[src/rtl/spi_flash_reader.sv]
// Read-only picorv32 memory slave that fetches words from SPI flash with READ (0x03), mode 0.
// CS stays low in HOLD, so consecutive sequential words cost only the 32 data bits.
module spi_flash_reader #(
  parameter int unsigned SCK_DIV      = 2,
  parameter int unsigned IDLE_TIMEOUT = 16,
  parameter int unsigned CS_HIGH_MIN  = 2
) (
  input  logic        clk,
  input  logic        reset,
  input  logic        mem_valid,
  input  logic [23:0] mem_addr,
  input  logic [3:0]  mem_wstrb,
  output logic        mem_ready,
  output logic [31:0] mem_rdata,
  output logic        spi_cs_n,
  output logic        spi_sck,
  output logic        spi_mosi,
  input  logic        spi_miso,
  output logic        busy
);

  localparam int unsigned HALF_W = $clog2(SCK_DIV + 1);
  localparam int unsigned IDLE_W = $clog2(IDLE_TIMEOUT + 1);
  localparam int unsigned CSHI_W = $clog2(CS_HIGH_MIN + 1);
  localparam logic [HALF_W-1:0] HALF_LAST = HALF_W'(SCK_DIV - 1);
  localparam logic [IDLE_W-1:0] IDLE_LAST = IDLE_W'(IDLE_TIMEOUT - 1);
  localparam logic [CSHI_W-1:0] CSHI_LAST = CSHI_W'(CS_HIGH_MIN - 1);

  typedef enum logic [2:0] {
    S_IDLE, S_CMD, S_ADDR, S_DATA, S_DONE, S_HOLD, S_CSHI
  } state_t;

  state_t state_q, state_d;

  logic [HALF_W-1:0] half_cnt_q, half_cnt_d;
  logic [4:0]        bit_cnt_q, bit_cnt_d;
  logic [IDLE_W-1:0] idle_cnt_q, idle_cnt_d;
  logic [CSHI_W-1:0] cshi_cnt_q, cshi_cnt_d;
  logic              pending_q, pending_d;
  logic [21:0]       addr_q, addr_d;
  logic [21:0]       next_addr_q, next_addr_d;
  logic              next_valid_q, next_valid_d;
  logic [31:0]       tx_q, tx_d, rx_q, rx_d;
  logic              cs_n_d, sck_d, mosi_d, ready_d, busy_d;
  logic [31:0]       rdata_d;
  logic [22:0]       addr_inc;
  logic              unused_addr_bits;

  logic in_shift, tick, rise, fall, last_bit, rd_req, wr_req, seq_hit;

  // Ready gating stops the still-valid request of the completion cycle from being re-accepted.
  assign rd_req   = mem_valid && (mem_wstrb == 4'h0) && !mem_ready;
  assign wr_req   = mem_valid && (mem_wstrb != 4'h0) && !mem_ready;
  assign seq_hit  = next_valid_q && (mem_addr[23:2] == next_addr_q);
  assign in_shift = (state_q == S_CMD) || (state_q == S_ADDR) || (state_q == S_DATA);
  assign tick     = (half_cnt_q == HALF_LAST);
  assign rise     = in_shift && tick && !spi_sck;
  assign fall     = in_shift && tick && spi_sck;
  assign last_bit = ((state_q == S_CMD)  && (bit_cnt_q == 5'd7))  ||
                    ((state_q == S_ADDR) && (bit_cnt_q == 5'd23)) ||
                    ((state_q == S_DATA) && (bit_cnt_q == 5'd31));
  assign addr_inc = {1'b0, addr_q} + 23'd1;
  assign unused_addr_bits = ^mem_addr[1:0];

  always_ff @(posedge clk or posedge reset) begin
    if (reset) state_q <= S_IDLE;
    else       state_q <= state_d;
  end

  always_comb begin
    state_d = state_q;
    case (state_q)
      S_IDLE: if (rd_req) state_d = S_CMD;
      S_CMD:  if (fall && last_bit) state_d = S_ADDR;
      S_ADDR: if (fall && last_bit) state_d = S_DATA;
      S_DATA: if (fall && last_bit) state_d = S_DONE;
      S_DONE: state_d = S_HOLD;
      S_HOLD: begin
        if (rd_req)                        state_d = seq_hit ? S_DATA : S_CSHI;
        else if (idle_cnt_q == IDLE_LAST)  state_d = S_CSHI;
      end
      S_CSHI: if (cshi_cnt_q == CSHI_LAST) state_d = (pending_q || rd_req) ? S_CMD : S_IDLE;
      default: state_d = S_IDLE;
    endcase
  end

  always_comb begin
    half_cnt_d   = '0;
    bit_cnt_d    = '0;
    sck_d        = 1'b0;
    addr_d       = addr_q;
    tx_d         = tx_q;
    rx_d         = rx_q;
    ready_d      = 1'b0;
    rdata_d      = mem_rdata;
    next_addr_d  = next_addr_q;
    next_valid_d = next_valid_q;

    if (in_shift) begin
      half_cnt_d = tick ? '0 : half_cnt_q + 1'b1;
      bit_cnt_d  = bit_cnt_q;
      sck_d      = spi_sck;
      if (rise) sck_d = 1'b1;
      if (fall) begin
        sck_d     = 1'b0;
        bit_cnt_d = last_bit ? 5'd0 : bit_cnt_q + 5'd1;
      end
    end

    // A read pending in CSHI keeps the address it was accepted with.
    if (rd_req && ((state_q == S_IDLE) || (state_q == S_HOLD) || ((state_q == S_CSHI) && !pending_q)))
      addr_d = mem_addr[23:2];

    if (fall && (state_q != S_DATA)) tx_d = {tx_q[30:0], 1'b0};
    if ((state_d == S_CMD) && (state_q != S_CMD)) tx_d = {8'h03, addr_d, 2'b00};
    if (rise && (state_q == S_DATA)) rx_d = {rx_q[30:0], spi_miso};

    idle_cnt_d = ((state_q == S_HOLD) && !rd_req) ? idle_cnt_q + 1'b1 : '0;
    cshi_cnt_d = (state_q == S_CSHI) ? cshi_cnt_q + 1'b1 : '0;
    pending_d  = (state_d == S_CSHI) && (pending_q || rd_req);

    if (((state_q == S_IDLE) || (state_q == S_HOLD)) && wr_req) ready_d = 1'b1;

    // Flash streams MSB first per byte; the first byte received lands in rdata[7:0].
    if (state_q == S_DONE) begin
      ready_d      = mem_valid;
      rdata_d      = {rx_q[7:0], rx_q[15:8], rx_q[23:16], rx_q[31:24]};
      next_addr_d  = addr_inc[21:0];
      next_valid_d = !addr_inc[22];
    end

    mosi_d = ((state_d == S_CMD) || (state_d == S_ADDR)) ? tx_d[31] : 1'b0;
    cs_n_d = (state_d == S_IDLE) || (state_d == S_CSHI);
    busy_d = !((state_d == S_IDLE) || (state_d == S_HOLD));
  end

  always_ff @(posedge clk or posedge reset) begin
    if (reset) begin
      half_cnt_q   <= '0;
      bit_cnt_q    <= '0;
      idle_cnt_q   <= '0;
      cshi_cnt_q   <= '0;
      pending_q    <= 1'b0;
      addr_q       <= '0;
      next_addr_q  <= '0;
      next_valid_q <= 1'b0;
      tx_q         <= '0;
      rx_q         <= '0;
      spi_cs_n     <= 1'b1;
      spi_sck      <= 1'b0;
      spi_mosi     <= 1'b0;
      mem_ready    <= 1'b0;
      mem_rdata    <= '0;
      busy         <= 1'b0;
    end else begin
      half_cnt_q   <= half_cnt_d;
      bit_cnt_q    <= bit_cnt_d;
      idle_cnt_q   <= idle_cnt_d;
      cshi_cnt_q   <= cshi_cnt_d;
      pending_q    <= pending_d;
      addr_q       <= addr_d;
      next_addr_q  <= next_addr_d;
      next_valid_q <= next_valid_d;
      tx_q         <= tx_d;
      rx_q         <= rx_d;
      spi_cs_n     <= cs_n_d;
      spi_sck      <= sck_d;
      spi_mosi     <= mosi_d;
      mem_ready    <= ready_d;
      mem_rdata    <= rdata_d;
      busy         <= busy_d;
    end
  end

endmodule
[config.mk]
export PLATFORM = sky130hd
export DESIGN_NAME = spi_flash_reader
export DESIGN_NICKNAME = d
export VERILOG_FILES = /design/src/rtl/spi_flash_reader.sv
export SDC_FILE = /design/constraint.sdc
export NUM_CORES = 1
export LEC_CHECK = 0
export ABC_AREA = 1
export CAP_MARGIN = 30
export CORE_MARGIN = 2
export CORE_UTILIZATION = 35
export DETAILED_ROUTE_END_ITERATION = 8
export GPL_ROUTABILITY_DRIVEN = 0
export GPL_TIMING_DRIVEN = 0
export SLEW_MARGIN = 30
export SYNTH_ARGS = -nofsm -noshare
export SYNTH_HDL_FRONTEND = slang
export SYNTH_SLANG_ARGS = --single-unit
export TNS_END_PERCENT = 20
[constraint.sdc]
create_clock -name clk -period 4.42 [get_ports clk]
set_input_delay 0.442 -clock clk [delete_from_list [all_inputs] [get_ports clk]]
set_output_delay 0.442 -clock clk [all_outputs]
set_load 0.005 [all_outputs]
==> flow_summary_export.csv <==
group,metric,value,unit
run_status,status,"complete, no violations",
clock_tree,clock-sinks,163,
floorplanning,die_area,0.0240,mm2
global_route,grt_overflow,0,
cells_and_area,final_util,0.435,
floorplanning,start_util,0.355,
synth,synth_edf_count,0,
timing,maxSlewHeadroom,0.489,
floorplanning,fp.dieW,155,um
critical_path,path_cells,"inv_2, nand2_1, nor2_1, clkinv_1, clkbuf_1, nor2_1, a41oi_1",
clock_tree,clk_pin_slew,70,ps
timing,finalCriticalPeriod,2570,ps
synth,synth_fp_nets,1080,
synth,synthTopCellsByArea,"dfrtp_1 51%, nand2_1 17%, inv_1 7.9%",
clock_tree,cts_resized,0,
synth,synth_cells,1042,
synth,synth_largest_area_cell,"dfrtp_1",
timing,max_freq,388,MHz
placement,pre_cts_ws,1450,ps
timing,fin_skew,9.36,ps
timing,finalCritPeriodShare,0.582,
cells_and_area,area_growth,22.5,%
clock_tree,clock_latency,440,ps
floorplanning,placementRows,55,
critical_path,startpoint_type,"flop",
global_route,antenna_found_initial,0,
critical_path,crit_top_cell,"nor2_1",
synth,synth_cell_type_count,39,
critical_path,critical-path-max-stage-delay,550,ps
detailed_routing,first_pass_iters,5,
clock_tree,h-tree-depth,4,
synth,syn_avg_cell_area,7.66,um2
pwr,vdd_drop_max,0.310,mV
timing,max_slew.worst_pin.slew,767,ps
timing,finalWorstSetupSlack,1850,ps
floorplanning,io_pins,69,
global_route,grt_pass1_vias,6633,
floorplanning,core-area,0.0225,mm2
cells_and_area,drive_above_1_share,0.0636,
cells_and_area,regArea,0.00408,mm2
timing,hold_violations,0,
synth,synth_warnings,0,
job,maxCapViolCount,0,
synth,synthArstFlopShare,1.00,
global_route,grt_usage,0.176,
synth,synth_top_flop_cell,"dfrtp_1",
pwr,powerDensity,430,mW/mm2
global_route,grt_pass1_wl,33500,um
critical_path,required,4700,ps
detailed_routing,initialDrtViolationCount,456,
synth,synthTopCellsByCount,"357 x nand2_1, 167 x inv_1, 162 x dfrtp_1",
detailed_routing,vias,6746,
detailed_routing,avgViaCountPerCell,4.71,
cells_and_area,antenna_cells,0,
timing,fin_setup_tns,0,ps
timing,finalSetupViolCount,0,
floorplanning,die_h,155,um
placement,post-dp-hpwl,14800,um
hold_path,hold_class,"primary input to async pin",
timing,rsz0062_at_grt,"false",
synth,synth-seq-cells,163,
clock_tree,cts_setup_buffers,0,
clock_tree,cts_hold_buf,0,
cells_and_area,nets,1172,
synth,netlist.area_leader.share,0.508,
detailed_routing,drc,0,
critical_path,cp_slowest_cell,"nor2_1",
critical_path,worstSetupEndpointType,"flop",
critical_path,critPathArrivalTime,2850,ps
synth,yosysSeqAreaShare,0.511,
detailed_routing,drtAntennaViolNets,0,
cells_and_area,nFillCells,2261,
cells_and_area,multiInputGateArea,0.00308,mm2
detailed_routing,wirelength,19900,um
critical_path,path_class,"flop to flop",
clock_tree,ctsRootBufferMaster,"clkbuf_16",
detailed_routing,post_drt_wl_per_cell,13.9,um
clock_tree,cts_tree,"done",
global_route,grt_max_degree,28,
synth,synth_most_common_cell,"nand2_1",
placement,io_buffers,66,
synth,netlist_area,0.00799,mm2
timing,drv_slew,0,
clock_tree,cts_buffers,17,
critical_path,critical_path.max_fanout,10,
clock_tree,clock_path_buffers,2,
pwr,p_leak,4.79,nW
worst paths after layout:
check / start / slack (ps) / to / cells after the start
max: state_q[1]$_DFF_PP0_ / 1850 / next_valid_q$_DFFE_PP0P_ / 7
min: reset / 340 / idle_cnt_q[2]$_DFF_PP0_ / 2
max reg2reg: state_q[1]$_DFF_PP0_ / 1850 / next_valid_q$_DFFE_PP0P_ / 7
min reg2reg: half_cnt_q[0]$_DFF_PP0_ / 420 / half_cnt_q[0]$_DFF_PP0_ / 1
max in group asynchronous: reset / 3170 / spi_cs_n$_DFF_PP1_ / 5
min in group clk: half_cnt_q[0]$_DFF_PP0_ / 420 / half_cnt_q[0]$_DFF_PP0_ / 1
power by group:
group	internal [W]	switching, W	leakage [nW]
Sequential	0.00169	0.000123	2.12
Clock	0.000767	0.000721	0.295
Combinational	0.000338	0.000569	2.38
Total	0.00279	0.00141	4.79
stage by stage:
| stage | power (W) | hold WS (ps) | instances | instance area (um2) |
|---|---|---|---|---|
| floorplan | 0.00247 | 403 | 1042 | 7990 |
| global placement | 0.00271 | 412 | 1393 | 9010 |
| detailed placement | 0.00274 | 419 | 1400 | 9180 |
| CTS | 0.00425 | 335 | 1432 | 9780 |
| global route | 0.00447 | 342 | 1432 | 9780 |
| finish | 0.00421 | 338 | 1432 | 9780 |
cells by family (layout without fill, tap and decap cells):
| logic type | count (synthesis) | in the layout | synth area share |
|---|---|---|---|
| compound gates | 134 | 134 | 0.0899 |
| xor+xnor | 15 | 15 | 0.0165 |
| fa+ha+maj | 6 | 6 | 0.00940 |
| buf+inv | 208 | 313 | 0.103 |
| flops | 163 | 163 | 0.511 |
| simple gates | 516 | 516 | 0.270 |
critical path: cells and delay by family, from the launching register on:
| kind | cells | cell delay [ps] |
|---|---|---|
| AND/OR/NAND/NOR | 3 | 910 |
| AO/OA/AOI/OAI | 1 | 150 |
| buffers and inverters | 3 | 950 |
| flip-flops | 1 | 410 |
cells in the final DEF (no fill, tap or decap), drive strengths merged, types with 2 or more instances in the layout:
cell type	count
a21boi	2
a21oi	7
a31oi	3
buf	16
clkbuf	44
clkdlybuf4s50	66
clkinv	7
dfrtp	162
ha	6
inv	179
nand2	362
nand3	77
nand4	6
nor2	60
nor3	9
o21ai	112
o22ai	4
o31ai	3
xor2	15
sequential cells by signal, summed over array words and instances, names as in the netlist:
signal        cells
cshi_cnt_q        2
next_valid_q      1
next_addr_q      22
tx_q             31
rx_q             32
spi_mosi          1
mem_ready         1
addr_q           22
state_q           3
spi_cs_n          1
mem_rdata        32
busy              1
half_cnt_q        2
bit_cnt_q         5
pending_q         1
spi_sck           1
idle_cnt_q        5
cell type report:
| cell class | instances | share of cell area |
|---|---|---|
| plain buffers | 36 | 0.0179 |
| clock buffers | 17 | 0.0435 |
| clock inverters | 15 | 0.0180 |
| inverters | 172 | 0.0664 |
| multi-input cells | 671 | 0.315 |
| flip-flops and latches | 163 | 0.417 |
| well taps | 285 | 0.0365 |
| repair buffers | 73 | 0.0850 |
metal layers:
metal / routed length, um / global-route usage / part of all wire / vias to the layer above
met2: 9360 / 0.288 / 0.47 / 127
met4: 330 / 0.0476 / 0.017 / 0
li1: - / - / - / 3417
met1: 9340 / 0.233 / 0.47 / 3178
met3: 839 / 0.0421 / 0.042 / 24
met5: 0 / 0 / 0 / -
Note: power is estimated with default switching activity, not from simulation.
